<file path="src/rtl/ddr_phy_pkg.sv">
// ddr_phy_pkg: shared DDR PHY types and defaults for the lane wrappers and calibration logic
package ddr_phy_pkg;
    localparam int DLY_W_DEF = 7;
    typedef logic [DLY_W_DEF-1:0] dly_t;
    typedef enum logic [2:0] {
        S_IDLE, S_SETTLE, S_READ, S_WAIT, S_EVAL, S_NEXT, S_DONE, S_FAIL
    } rdcal_state_e;
endpackage

</file>
<file path="src/rtl/ddr_dqs_rdcal_if.sv">
// ddr_dqs_rdcal_if: init-sequencer request/status plus DQSBUFD strobe, delay and feedback for one lane
interface ddr_dqs_rdcal_if #(parameter int DLY_W = ddr_phy_pkg::DLY_W_DEF);
    logic             start;
    logic             read;
    logic             datavalid;
    logic             prmbdet;
    logic [DLY_W-1:0] dyndly;
    logic             busy;
    logic             done;
    logic             fail;
    modport master (input start, datavalid, prmbdet, output read, dyndly, busy, done, fail);
    modport slave  (output start, datavalid, prmbdet, input read, dyndly, busy, done, fail);
endinterface

</file>
<file path="src/rtl/ddr_dqs_window.sv">
// ddr_dqs_window: tracks the longest contiguous run of passing delay codes; the earliest run wins a tie.
// Outputs already include the code presented this cycle so the last code can be judged in the same cycle.
module ddr_dqs_window
    import ddr_phy_pkg::*;
#(
    parameter int DLY_W = DLY_W_DEF
) (
    input  logic             sclk,
    input  logic             rst,
    input  logic             pass,
    input  logic [DLY_W-1:0] code,
    input  logic             valid,
    input  logic             clear,
    output logic [DLY_W-1:0] best_first,
    output logic [DLY_W-1:0] best_last,
    output logic             found
);
    logic [DLY_W-1:0] run_first_q, run_first_d, best_first_q, best_first_d;
    logic [DLY_W:0]   run_len_q, run_len_d, best_len_q, best_len_d;

    always_comb begin
        run_first_d  = run_first_q;
        run_len_d    = run_len_q;
        best_first_d = best_first_q;
        best_len_d   = best_len_q;
        if (clear) begin
            run_first_d  = '0;
            run_len_d    = '0;
            best_first_d = '0;
            best_len_d   = '0;
        end else if (valid) begin
            run_first_d = (run_len_q == '0) ? code : run_first_q;
            run_len_d   = pass ? run_len_q + 1'b1 : '0;
            // strictly longer only, so a later run of equal length never displaces the earlier one
            if (run_len_d > best_len_q) begin
                best_first_d = run_first_d;
                best_len_d   = run_len_d;
            end
        end
    end

    always_ff @(posedge sclk) begin
        if (rst) begin
            run_first_q  <= '0;
            run_len_q    <= '0;
            best_first_q <= '0;
            best_len_q   <= '0;
        end else begin
            run_first_q  <= run_first_d;
            run_len_q    <= run_len_d;
            best_first_q <= best_first_d;
            best_len_q   <= best_len_d;
        end
    end

    assign best_first = best_first_d;
    assign best_last  = best_first_d + DLY_W'(best_len_d) - 1'b1;
    assign found      = |best_len_d;
endmodule

</file>
<file path="src/rtl/ddr_dqs_rdcal.sv">
// ddr_dqs_rdcal: read-gate calibration for one DQS lane; sweeps every DYNDELAY code with repeated
// reads and programs the centre of the longest passing window.
module ddr_dqs_rdcal
    import ddr_phy_pkg::*;
#(
    parameter int DLY_W    = DLY_W_DEF,
    parameter int SETTLE   = 8,
    parameter int READ_LEN = 2,
    parameter int SAMPLES  = 4,
    parameter int TIMEOUT  = 32
) (
    input  logic            sclk,
    input  logic            rst,
    ddr_dqs_rdcal_if.master bus
);
    localparam int CMAX_A = TIMEOUT > SETTLE ? TIMEOUT : SETTLE;
    localparam int CW     = $clog2((CMAX_A > READ_LEN ? CMAX_A : READ_LEN) + 1);
    localparam int HW     = $clog2(SAMPLES + 1);

    rdcal_state_e     state_q, state_d;
    logic [CW-1:0]    cnt_q, cnt_d;
    logic [HW-1:0]    hits_q, hits_d, smp_q, smp_d;
    logic [DLY_W-1:0] dly_q, dly_d, best_first, best_last;
    logic [DLY_W:0]   mid_sum;
    logic             read_q, read_d, busy_q, busy_d, done_q, done_d, fail_q, fail_d;
    logic             dv_q, dv_d, pd_q, pd_d, win_clr, win_vld, win_found;

    ddr_dqs_window #(.DLY_W(DLY_W)) u_win (
        .sclk      (sclk),
        .rst       (rst),
        .pass      (hits_q == HW'(SAMPLES)),
        .code      (dly_q),
        .valid     (win_vld),
        .clear     (win_clr),
        .best_first(best_first),
        .best_last (best_last),
        .found     (win_found)
    );

    assign mid_sum = {1'b0, best_first} + {1'b0, best_last};

    always_comb begin
        state_d = state_q;
        cnt_d   = cnt_q;
        hits_d  = hits_q;
        smp_d   = smp_q;
        dly_d   = dly_q;
        read_d  = 1'b0;
        busy_d  = busy_q;
        done_d  = done_q;
        fail_d  = fail_q;
        dv_d    = dv_q;
        pd_d    = pd_q;
        win_clr = 1'b0;
        win_vld = 1'b0;
        case (state_q)
            S_IDLE, S_DONE, S_FAIL: if (bus.start) begin
                state_d = S_SETTLE;
                cnt_d   = '0;
                hits_d  = '0;
                smp_d   = '0;
                dly_d   = '0;
                busy_d  = 1'b1;
                done_d  = 1'b0;
                fail_d  = 1'b0;
                win_clr = 1'b1;
            end
            S_SETTLE: begin
                cnt_d = cnt_q + 1'b1;
                if (cnt_q == CW'(SETTLE - 1)) begin
                    state_d = S_READ;
                    cnt_d   = '0;
                    read_d  = 1'b1;
                    dv_d    = 1'b0;
                    pd_d    = 1'b0;
                end
            end
            S_READ: begin
                cnt_d  = cnt_q + 1'b1;
                read_d = cnt_q != CW'(READ_LEN - 1);
                if (cnt_q == CW'(READ_LEN - 1)) begin
                    state_d = S_WAIT;
                    cnt_d   = '0;
                end
            end
            S_WAIT: begin
                // flags absorb this cycle's inputs, so datavalid on the final timeout cycle still counts
                cnt_d = cnt_q + 1'b1;
                dv_d  = dv_q | bus.datavalid;
                pd_d  = pd_q | bus.prmbdet;
                if (dv_q || cnt_q == CW'(TIMEOUT - 1)) begin
                    state_d = S_EVAL;
                    cnt_d   = '0;
                end
            end
            S_EVAL: begin
                hits_d  = hits_q + HW'(dv_q & pd_q);
                smp_d   = smp_q + 1'b1;
                state_d = S_SETTLE;
                if (smp_q == HW'(SAMPLES - 1)) begin
                    state_d = S_NEXT;
                    smp_d   = '0;
                end
            end
            S_NEXT: begin
                win_vld = 1'b1;
                if (&dly_q) begin
                    busy_d  = 1'b0;
                    done_d  = win_found;
                    fail_d  = !win_found;
                    dly_d   = win_found ? mid_sum[DLY_W:1] : '0;
                    state_d = win_found ? S_DONE : S_FAIL;
                end else begin
                    dly_d   = dly_q + 1'b1;
                    hits_d  = '0;
                    state_d = S_SETTLE;
                end
            end
            default: state_d = S_IDLE;
        endcase
    end

    always_ff @(posedge sclk) begin
        if (rst) begin
            state_q <= S_IDLE;
            cnt_q   <= '0;
            hits_q  <= '0;
            smp_q   <= '0;
            dly_q   <= '0;
            read_q  <= 1'b0;
            busy_q  <= 1'b0;
            done_q  <= 1'b0;
            fail_q  <= 1'b0;
            dv_q    <= 1'b0;
            pd_q    <= 1'b0;
        end else begin
            state_q <= state_d;
            cnt_q   <= cnt_d;
            hits_q  <= hits_d;
            smp_q   <= smp_d;
            dly_q   <= dly_d;
            read_q  <= read_d;
            busy_q  <= busy_d;
            done_q  <= done_d;
            fail_q  <= fail_d;
            dv_q    <= dv_d;
            pd_q    <= pd_d;
        end
    end

    assign bus.read   = read_q;
    assign bus.dyndly = dly_q;
    assign bus.busy   = busy_q;
    assign bus.done   = done_q;
    assign bus.fail   = fail_q;
endmodule

</file>
<file path="src/flat_wrapper.sv">
// flat-port wrapper written by rule: the top's interface ports become plain ports
module ddr_dqs_rdcal_flat import ddr_phy_pkg::*;
#(
    parameter int DLY_W    = DLY_W_DEF,
    parameter int SETTLE   = 8,
    parameter int READ_LEN = 2,
    parameter int SAMPLES  = 4,
    parameter int TIMEOUT  = 32
)
  (sclk, rst, bus_start, bus_datavalid, bus_prmbdet, bus_read, bus_dyndly, bus_busy, bus_done, bus_fail);
  ddr_dqs_rdcal_if #(.DLY_W(DLY_W)) bus_i ();
  input  logic sclk;
  input  logic rst;
  input wire logic [$bits(bus_i.start)-1:0] bus_start;
  input wire logic [$bits(bus_i.datavalid)-1:0] bus_datavalid;
  input wire logic [$bits(bus_i.prmbdet)-1:0] bus_prmbdet;
  output wire logic [$bits(bus_i.read)-1:0] bus_read;
  output wire logic [$bits(bus_i.dyndly)-1:0] bus_dyndly;
  output wire logic [$bits(bus_i.busy)-1:0] bus_busy;
  output wire logic [$bits(bus_i.done)-1:0] bus_done;
  output wire logic [$bits(bus_i.fail)-1:0] bus_fail;
  assign bus_i.start = bus_start;
  assign bus_i.datavalid = bus_datavalid;
  assign bus_i.prmbdet = bus_prmbdet;
  assign bus_read = bus_i.read;
  assign bus_dyndly = bus_i.dyndly;
  assign bus_busy = bus_i.busy;
  assign bus_done = bus_i.done;
  assign bus_fail = bus_i.fail;
  ddr_dqs_rdcal #(.DLY_W(DLY_W), .SETTLE(SETTLE), .READ_LEN(READ_LEN), .SAMPLES(SAMPLES), .TIMEOUT(TIMEOUT)) u_core (.sclk(sclk), .rst(rst), .bus(bus_i));
endmodule
</file>
<file path="config.mk">
export PLATFORM = sky130hd
export DESIGN_NAME = ddr_dqs_rdcal_flat
export DESIGN_NICKNAME = d
export VERILOG_FILES = /design/src/rtl/ddr_phy_pkg.sv /design/src/rtl/ddr_dqs_rdcal_if.sv /design/src/rtl/ddr_dqs_window.sv /design/src/rtl/ddr_dqs_rdcal.sv /design/src/flat_wrapper.sv
export SDC_FILE = /design/constraint.sdc
export NUM_CORES = 1
export LEC_CHECK = 0
export ABC_CLOCK_PERIOD_IN_PS = 6500
export BUFFER_PORTS_ARGS = -buffer_cell sky130_fd_sc_hd__buf_4
export CELL_PAD_IN_SITES_DETAIL_PLACEMENT = 1
export CELL_PAD_IN_SITES_GLOBAL_PLACEMENT = 1
export CORE_MARGIN = 4
export CORE_UTILIZATION = 45
export DETAILED_ROUTE_END_ITERATION = 6
export PLACE_DENSITY = 0.85
export SYNTH_ARGS = -nofsm -noshare
export SYNTH_HDL_FRONTEND = slang
export SYNTH_SLANG_ARGS = --single-unit
</file>
<file path="constraint.sdc">
create_clock -name sclk -period 6.5 [get_ports sclk]
set_clock_uncertainty 0.1 [all_clocks]
set_input_delay 0 -clock sclk [delete_from_list [all_inputs] [get_ports sclk]]
set_output_delay 0 -clock sclk [all_outputs]
set_load 0.05 [all_outputs]
</file>
# After elaboration in Yosys (flattened, before gate mapping)
# Index checks and enable logic that the tools add are counted.
[word_totals]
elab_cells = 112
input_bits = 5
ff_bits = 58
output_inout_bits = 11
[op_classes]
n_addsub = 8
n_bitwise = 3
mux = 46
reduce_logical = 20
n_eq_ne = 19
order_cmp = 1
[ops]
columns = ["operator", "n"]
rows = [
  ["7-bit two-way mux", 7],
  ["8-bit two-way mux", 4],
  ["3-bit two-way mux", 9],
  ["6-bit two-way mux", 4],
  ["6-bit one-hot mux with 4 select lines", 1],
  ["3-bit one-hot mux with 6 select lines", 1],
  ["3-bit == test, second input constant", 5],
  ["7-bit one-hot mux with 2 select lines", 1],
  ["1-bit one-hot mux with 2 select lines", 6],
  ["1-bit two-way mux", 11],
  ["3-bit by 2-bit == test with 1-bit output, second input constant", 3],
  ["3-bit one-hot mux with 3 select lines", 1],
  ["7-bit by 7-bit adder with 8-bit output", 1],
  ["8-bit by 1-bit adder with 8-bit output, second input constant", 1],
  ["8-bit > comparator", 1],
  ["8-bit zero test", 1],
  ["2-bit by 1-bit != test with 1-bit output, second input constant", 4],
  ["2-bit AND reduction", 4],
  ["8-bit OR reduction", 1],
  ["7-bit by 1-bit adder with 7-bit output, second input constant", 1],
  ["7-bit adder", 1],
  ["7-bit AND reduction", 1],
  ["7-bit by 1-bit subtractor with 7-bit output, second input constant", 1],
  ["6-bit by 1-bit adder with 6-bit output, second input constant", 1],
  ["21 further kinds", 26],
]

# Logic depth before layout (Yosys ltp)
# Gate-level depths: netlist (run 1).
[logic_depth]
ltp_word = 12
ltp_mapped = 30
ltp_nobuf = 27

# Hierarchy
# Synthesis (run 1) repeated with hierarchy kept, for this count alone.
[unflattened]
cells_unflattened = 483
hier_area_um2 = 3988.8
[by_module_without_submodules]
columns = ["mod", "area_per_inst_um2", "instances", "cells_per_inst"]
rows = [
  ["ddr_dqs_window", 2115.8, 1, 247],
  ["ddr_dqs_rdcal", 1873.0, 1, 236],
]

# Worst setup path before layout (run 1)
# OpenSTA, ideal clock, no wires.
[synth_timing]
path_type = "flip-flop to flip-flop"
startpoint = "register u_core.u_win.run_len_q[3]"
endpoint = "register u_core.dly_q[4] (netlist: u_core.bus.dyndly[4])"
period_less_slack_ns = 5.352
arrival_time_ns = 5.135
path_slack_ns = 1.148
stages_incl_launch_ff = 26
n_path_buf = 3
cell_sequence = "dfxtp_1 buf_2 and3_1 and3_1 nand3_1 xor2_1 nor2_1 ha_1 and4_1 a21oi_1 o31ai_1 or2_1 buf_2 buf_1 o21ai_0 nand2_1 ha_1 inv_1 ha_1 fa_1 xor2_1 ha_1 or3_1 o211a_1 or3_1 a41o_1"
[synth_via]
elab_chain_len = 12
word_cells_on_any_way = 18
[synth_lines]
columns = ["element", "line_no", "text"]
rows = [
  ["start: declaration", "ddr_dqs_window.sv:19", "logic [DLY_W:0] run_len_q, run_len_d, best_len_q, best_len_d;"],
  ["start signal: assignment", "ddr_dqs_window.sv:50", "run_len_q <= run_len_d;"],
  ["8-bit by 1-bit adder with 8-bit output", "ddr_dqs_window.sv:33", "run_len_d = pass ? run_len_q + 1'b1 : '0;"],
  ["8-bit two-way mux", "ddr_dqs_window.sv:33", ""],
  ["8-bit > comparator", "ddr_dqs_window.sv:35", "if (run_len_d > best_len_q) begin"],
  ["7-bit two-way mux or 8-bit two-way mux (tied branches)", "ddr_dqs_window.sv:35", ""],
  ["7-bit two-way mux or 8-bit two-way mux (tied branches)", "ddr_dqs_window.sv:31", "end else if (valid) begin"],
  ["7-bit two-way mux or 8-bit two-way mux (tied branches)", "ddr_dqs_window.sv:26", "if (clear) begin"],
  ["7-bit adder", "ddr_dqs_window.sv:57", "assign best_last = best_first_d + DLY_W'(best_len_d) - 1'b1;"],
  ["7-bit by 1-bit subtractor with 7-bit output", "ddr_dqs_window.sv:57", ""],
  ["7-bit by 7-bit adder with 8-bit output", "ddr_dqs_rdcal.sv:40", "assign mid_sum = {1'b0, best_first} + {1'b0, best_last};"],
  ["7-bit two-way mux *", "ddr_dqs_rdcal.sv:111", "dly_d = win_found ? mid_sum[DLY_W:1] : '0;"],
  ["7-bit two-way mux *", "ddr_dqs_rdcal.sv:107", "if (&dly_q) begin"],
  ["7-bit one-hot mux with 2 select lines *", "ddr_dqs_rdcal.sv:56", "case (state_q)"],
  ["end signal: assignment", "ddr_dqs_rdcal.sv:141", "dly_q <= dly_d;"],
  ["end: declaration", "ddr_dqs_rdcal.sv:23", "logic [DLY_W-1:0] dly_q, dly_d, best_first, best_last;"],
]
# Every way passes the cells marked *; elsewhere a longest branch is shown, timed or not.
# A chain may end at the register's enable or synchronous reset.

# Worst setup path in the final report (run 1)
# Ends and elaborated chain as after synthesis.

==> impl_results.md, run 1 <==
- Status: complete, no violations
- Filler Cells Inserted: 997
- Data arrival time of the critical path: 6.14 ns
- Core area: 8220 um2
- 1st-iter DRT viols: 114
- Remaining global-route overflow: 0
- Clock buffers created by TritonCTS: 9
- Antenna Cells: 0
- Total global routing track utilization: 22.4%
- Share of cells above drive strength 1: 9.18%
- Sum Neg Setup Slack: 0 ns
- Critical path data required time: 6.64 ns
- R2r endpoint: u_core.bus.dyndly[4]
- Cell with the largest stage delay on the worst path: sky130_fd_sc_hd__dfxtp_1
- Fin. max-slew vios: 0
- Post-route minimum period: 6.00 ns
- CTS H-tree lvls: 3
- Post-synthesis cell type count: 59
- Clock Sinks: 58
- Worst min-delay path endpoint: u_core.smp_q[2]
- Warning count from the yosys run: 0
- Static leakage power: 0.00181 uW
- Number of nets with antenna violations after routing: 0
- Final wirelength: 10.5 mm
- Die boundary height: 100 um
- DRC viols: 0
- CP Launch Point: u_core.u_win.run_len_q[3]
- GR met2 Demand/Resource: 37.9%
- Quantity of I/O buffers inserted on ports: 15
- Relative max-transition margin: 49.3%
- Average wire per cell in the routed design: 17.3 um
- Clk_lat worst skew: 0.35 ns
- Delay contributed by the slowest stage of the critical path: 0.51 ns
- Worst vdd rail ir drop: 138 uV
- GRT Max-Usage Layer: met2
- Number of nets in the final layout: 534
- Finished Core Util: 51.7%
- Net count of the mapped netlist: 523
- Sequence of cells on the critical path: and3_1, and3_1, nand3_1, xor2_1, nor2_1, ha_1, and4_1, a21oi_1, o31ai_1, or2_1, buf_4, o21ai_0, nand2_1, ha_1, inv_1, ha_1, fa_1, xor2_1, ha_1, or3_1, o211a_1, or3_1, a41o_1
- Critical path class: reg -> reg
- DP HPWL: 7.59 mm
- DR pass1 iterations: 4
- Worst min-delay path category: reg -> reg
- Primary FF master, synth: sky130_fd_sc_hd__dfxtp_1
- Die boundary width: 100 um
- RSZ-0062 raised after global routing: no
- Longest Clk Path Bufs: 2
- CTS root buf: sky130_fd_sc_hd__clkbuf_8
- Number of vias per cell: 5.85
- Post-CTS clock slew at the launch and capture registers of the worst setup and hold paths: 0.06 ns
- Vias after detailed routing: 3547
- Met3 demand-to-capacity share in global routing: 4.31%
- Flip-flop and latch count after synthesis: 58
- Critical-path maximum fanout: 21
- Overall die area: 10000 um2
- Portion of the post-synthesis area used by sequential elements: 30.5%
- Number of antenna violations at the first check in global routing: 0
- Synthesized instance count: 485
- Starting utilization of the core area: 46.4%
- Global-route wire length before repair: 17.9 mm
- Max-cap violations: 0
- Startpoint types: flop
- Final weighted congestion of routability-driven global placement: 0.916
- Final hold violation count: 0
- Top Ports: 16
- Number of cells traversed by the worst register-to-register path: 23
- Max Clk Rate: 0.167 GHz
- Worst-case hold slack: 0.353 ns
- Power density normalized to cell area: 223 nW/um2
- Cell row count: 33
- Reg2reg setup slack: 0.50 ns
- Synth Area per Inst: 7.86 um2
- Measured slew at the worst slew-check pin: 0.760 ns
- Largest net degree at the start of global routing: 41
- GR met1 Demand/Resource: 28.5%
- Vias in the first global route: 3687
- Number of stages on the worst hold path: 2
- Setup crit end kind: flop
- Netlist area before placement: 3810 um2
- Clock tree from TritonCTS: yes
- Area Growth Syn to Fin: 11.3%
- Post-CTS Setup Bufs: 0
- RR Startpoint: u_core.u_win.run_len_q[3]
- Start point of the worst min-delay path: u_core.smp_q[2]
- Async S/R FF share, synth: 0%
- Post-synth EDFFs: 0
- Final worst-path cycle share: 92.4%
- Cell type with the highest occurrence count on the critical path: sky130_fd_sc_hd__ha_1
- Endpoints failing setup: 0
[critical path: cells and delay by family (launching register included)]
family	cells	cell delay [ns]
adder cells (fa/ha/maj)	5	1.44
flip-flops	1	0.51
buffers and inverters	2	0.31
AO/OA/AOI/OAI	5	1.00
AND/OR/NAND/NOR	9	2.19
XOR/XNOR	2	0.34
[repair_timing]
item,4_1_cts,5_1_grt
resized for setup,0,0
hold buffers,6,0
hold endpoints to repair,24,0
[kinds of logic after synthesis]
| kind of cell | after synthesis | share of synthesized area [%] |
|---|---|---|
| buffers and inverters | 54 | 5.71 |
| AND/OR/NAND/NOR | 190 | 23.6 |
| AO/OA/AOI/OAI | 110 | 18.6 |
| multiplexers | 21 | 6.01 |
| XOR/XNOR | 19 | 4.36 |
| adder cells (fa/ha/maj) | 33 | 11.2 |
| flip-flops | 58 | 30.5 |
[state kept, by name, summed over array words and instances (netlist names), 3 cells and up]
signal and count:
u_core.u_win.run_first_q 7, u_core.state_q 3, u_core.hits_q 3, u_core.u_win.run_len_q 8
u_core.bus.dyndly 7, u_core.cnt_q 6, u_core.u_win.best_len_q 8, u_core.smp_q 3
u_core.u_win.best_first_q 7
[layout by cell type (no fill, tap or decap), types with 6 or more instances in the layout]
cell,synthesis,final
sky130_fd_sc_hd__xnor2_1,11,11
sky130_fd_sc_hd__dlygate4sd3_1,0,6
sky130_fd_sc_hd__clkbuf_8,0,12
sky130_fd_sc_hd__nand3_1,14,14
sky130_fd_sc_hd__ha_1,31,31
sky130_fd_sc_hd__a21oi_1,39,39
sky130_fd_sc_hd__o21ai_0,18,18
sky130_fd_sc_hd__mux2i_1,15,15
sky130_fd_sc_hd__nand2_1,51,51
sky130_fd_sc_hd__buf_4,0,17
sky130_fd_sc_hd__inv_1,31,31
sky130_fd_sc_hd__a21o_1,7,7
sky130_fd_sc_hd__a22oi_1,6,6
sky130_fd_sc_hd__nor3_1,11,11
sky130_fd_sc_hd__dfxtp_1,58,58
sky130_fd_sc_hd__xor2_1,8,8
sky130_fd_sc_hd__nor2_1,74,74
[layout make-up]
cell class	instances	area, um2	area share, %
Sequential cell	58	1160	27.4
Tap cell	105	131	3.10
Clock inverter	4	48.8	1.15
Multi-Input combinational cell	373	2430	57.3
Inverter	31	116	2.74
Timing Repair Buffer	23	188	4.42
Clock buffer	12	165	3.89
[through the flow]
stage / setup WS (ns) / instances / power (uW) / instance area [um2]
5_1_grt: 0.171 / 606 / 995 / 4240
3_5_place_dp: 0.632 / 584 / 587 / 3970
6_report: 0.496 / 606 / 947 / 4240
2_1_floorplan: 1.15 / 485 / 536 / 3810
4_1_cts: 0.582 / 606 / 951 / 4240
3_3_place_gp: 0.949 / 584 / 579 / 3970
[layer usage]
metal,wire (um),up-vias
met5,0,-
met4,241,0
met3,299,25
met2,5000,66
met1,4970,1736
li1,-,1720
[cell usage after synthesis, drive strengths merged (5+ instances only)]
library cell,number,area share [%]
dfxtp,58,30
a31oi,5,0.82
a211oi,5,0.98
clkbuf,15,1.5
a21oi,39,5.1
xor2,8,1.8
nand2,52,5.3
o21ai,19,2.5
or3,5,0.82
nor2,74,7.3
and2,6,0.98
nor3,11,1.4
buf,8,1.1
inv,31,3.1
a22oi,6,1.2
xnor2,11,2.5
nand3b,5,1.3
ha,31,10
nand3,14,1.8
mux2,5,1.5
mux2i,16,4.5
a21o,7,1.4
[worst max-delay path by stage]
stage	to	slack, ns	cells past startpoint
4_1_cts	u_core.bus.dyndly[4]	0.58	23
3_5_place_dp	u_core.bus.dyndly[4]	0.63	23
5_1_grt	u_core.bus.dyndly[6]	0.17	27
3_3_place_gp	u_core.bus.dyndly[4]	0.95	23
6_report	u_core.bus.dyndly[4]	0.50	23
2_1_floorplan	u_core.bus.dyndly[4]	1.15	25
[where the power goes]
part | switching (uW) | leakage, uW | internal (uW)
Combinational | 126 | 0.00123 | 63.8
Sequential | 29.3 | 0.000468 | 369
Clock | 151 | 0.000112 | 208
Total | 307 | 0.00181 | 640
Power figures use the tool's default switching activity.
==> run 2: changes to the inputs <==
--- a/config.mk
+++ b/config.mk
@@ -9,6 +9,7 @@
 export BUFFER_PORTS_ARGS = -buffer_cell sky130_fd_sc_hd__buf_4
 export CELL_PAD_IN_SITES_DETAIL_PLACEMENT = 1
 export CELL_PAD_IN_SITES_GLOBAL_PLACEMENT = 1
+export CORE_ASPECT_RATIO = 0.8
 export CORE_MARGIN = 4
 export CORE_UTILIZATION = 45
 export DETAILED_ROUTE_END_ITERATION = 6
==> impl_results.md, run 2 (synthesized netlist as in run 1, its figures left out) <==
- Delay contributed by the slowest stage of the critical path: 0.52 ns (about the same)
- Remaining global-route overflow: 0 (unchanged)
- Total global routing track utilization: 22.4% (about the same)
- Sequence of cells on the critical path: and3_1, and3_1, nand3_1, xor2_1, nor2_1, ha_1, and4_1, a21oi_1, o31ai_1, or2_2, buf_4, o21ai_0, nand2_1, ha_1, inv_1, ha_1, fa_1, xor2_1, ha_1, or3_1, o211a_1, or3_1, a41o_1
- Area Growth Syn to Fin: 10.0%
- Critical path data required time: 6.64 ns (about the same)
- Final hold violation count: 0 (unchanged)
- CTS H-tree lvls: 3 (unchanged)
- Registers with the most flip-flops: u_core.u_win.best_len_q: 8 flops, u_core.u_win.run_len_q: 8 flops
- Cell type with the highest occurrence count on the critical path: sky130_fd_sc_hd__ha_1
- Core area: 8090 um2 (-1.5%)
- Worst min-delay path category: in -> reg
- Number of vias per cell: 5.79 (-1.0%)
- Starting utilization of the core area: 47.1% (+0.72 points)
- Measured slew at the worst slew-check pin: 0.711 ns (-0.0493 ns)
- Critical-path maximum fanout: 17 (-19%)
- Die boundary height: 90.3 um (-9.7%)
- Post-CTS clock slew at the launch and capture registers of the worst setup and hold paths: 0.07 ns (about the same)
- Global-route wire length before repair: 18.5 mm (+3.4%)
- Final worst-path cycle share: 90.6% (-1.8 points)
- Setup crit end kind: flop
- Average wire per cell in the routed design: 17.6 um (+1.5%)
- Cell with the largest stage delay on the worst path: sky130_fd_sc_hd__dfxtp_1
- Clock Sinks: 58 (unchanged)
- Total power after layout: 884 uW (-6.7%)
- Number of nets in the final layout: 533 (-0.19%)
- Fin. max-slew vios: 0 (unchanged)
- Cell row count: 29 (-12%)
- Post-route minimum period: 5.89 ns (-0.115 ns)
- FF+latch area: 1160 um2 (unchanged)
- Overall die area: 10000 um2 (about the same)
- 1st-iter DRT viols: 167 (+46%)
- Longest Clk Path Bufs: 2 (unchanged)
- Final weighted congestion of routability-driven global placement: 0.895 (-2.3%)
- Clock tree from TritonCTS: yes
- CTS root buf: sky130_fd_sc_hd__clkbuf_8
- Clock buffers created by TritonCTS: 9 (unchanged)
- Max Clk Rate: 0.170 GHz (+2.0%)
- Max-cap violations: 0 (unchanged)
- DRC viols: 0 (unchanged)
- Worst vdd rail ir drop: 158 uV (+14%)
- Relative max-transition margin: 52.6% (+3.3 points)
- Largest net degree at the start of global routing: 41 (unchanged)
- Top Ports: 16 (unchanged)
- Static leakage power: 0.00178 uW (-1.3%)
- Number of nets with antenna violations after routing: 0 (unchanged)
- DR pass1 iterations: 4 (unchanged)
- Number of antenna violations at the first check in global routing: 0 (unchanged)
- Data arrival time of the critical path: 6.03 ns (-0.11 ns)
- Power density normalized to cell area: 211 nW/um2 (-5.6%)
- Final wirelength: 10.7 mm (+1.6%)
- Quantity of I/O buffers inserted on ports: 15 (unchanged)
- Startpoint types: flop
- Status: complete, no violations
- Instance area after placement: 3970 um2 (about the same)
- DP HPWL: 7.83 mm (+3.2%)
- Endpoints failing setup: 0 (unchanged)
- Area used by multi-input combinational logic: 2430 um2 (unchanged)
- Share of cells above drive strength 1: 9.02% (-0.16 points)
- Clk_lat worst skew: 0.34 ns (about the same)
- Most common library cell in the layout ignoring fill and taps: sky130_fd_sc_hd__nor2_1
- Critical path class: reg -> reg
- Die boundary width: 111 um (+11%)
- Vias after detailed routing: 3516 (-0.87%)
- Vias in the first global route: 3591 (-2.6%)
- Antenna Cells: 0 (unchanged)
- Sum Neg Setup Slack: 0 ns (unchanged)
- Final cell area excluding filler cells: 4190 um2 (-1.2%)
- RSZ-0062 raised after global routing: no
- Leading cell types in the layout, fill and taps excluded: 74 x sky130_fd_sc_hd__nor2_1, 58 x sky130_fd_sc_hd__dfxtp_1, 51 x sky130_fd_sc_hd__nand2_1, 39 x sky130_fd_sc_hd__a21oi_1
- Filler Cells Inserted: 1020 (+2.3%)
run 2: changes by cell type in the layout (fill, tap and decap cells not counted), sizes merged:
cell	previous run	this run
dlygate4sd3	6	5
bufinv	1	0
run 2: cell type report:
| type | instances | share of cell area [%] |
|---|---|---|
| tap | 108 | 3.22 |
| inverter | 31 | 2.77 |
| clock inverter | 3 | 0.358 |
| multi-input combinational | 373 | 58.0 |
| clock buffer | 12 | 3.70 |
| sequential | 58 | 27.7 |
| timing repair buffer | 22 | 4.24 |
run 2: routing by layer:
layer | routed length (um) | vias up | track usage, %
li1 | - | 1724 | -
met1 | 5290 | 1706 | 31.6
met2 | 4810 | 70 | 34.8
met3 | 371 | 16 | 4.29
met4 | 206 | 0 | 6.36
met5 | 0 | - | 0
run 2: through the flow:
step                      setup WS, ns  util (%)  cells  hold WS [ns]
after floorplan                   1.15         -    485        0.0846
after global placement           0.821      49.1    587         0.225
after detailed placement         0.556      49.1    587         0.255
after CTS                        0.445      51.8    607       0.00454
after global routing             0.148      51.8    607        0.0365
final                            0.612      51.8    607        0.0190
run 2: power breakdown:
| part | total [uW] | switching [uW] | internal [uW] | leakage, uW |
|---|---|---|---|---|
| Sequential | 397 | 28.4 | 369 | 0.000468 |
| Combinational | 187 | 123 | 63.7 | 0.00122 |
| Clock | 300 | 144 | 155 | 0.0000920 |
| Total | 884 | 296 | 588 | 0.00178 |
run 2: final timing paths:
check | from | endpoint | slack [ns] | cells after the start
worst min-delay path | bus_start | u_core.state_q[1] | 0.02 | 4
worst max-delay path | u_core.u_win.run_len_q[2] | u_core.bus.dyndly[4] | 0.61 | 23
worst max register to register | u_core.u_win.run_len_q[2] | u_core.bus.dyndly[4] | 0.61 | 23
worst min register to register | u_core.smp_q[2] | u_core.smp_q[2] | 0.36 | 2
run 2: worst max-delay path: cells and delay by family (launching register included):
kind,cells,cell delay (ns)
compound gates,5,0.86
fa+ha+maj,5,1.41
xor+xnor,2,0.34
flops,1,0.52
simple gates,9,2.24
buf+inv,2,0.30
run 2: timing repair:
item	CTS	global route
gates resized for setup	0	1
setup buffers	0	0
endpoints found under the setup margin	0	1
hold buffers	5	0
endpoints found under the hold margin	19	0
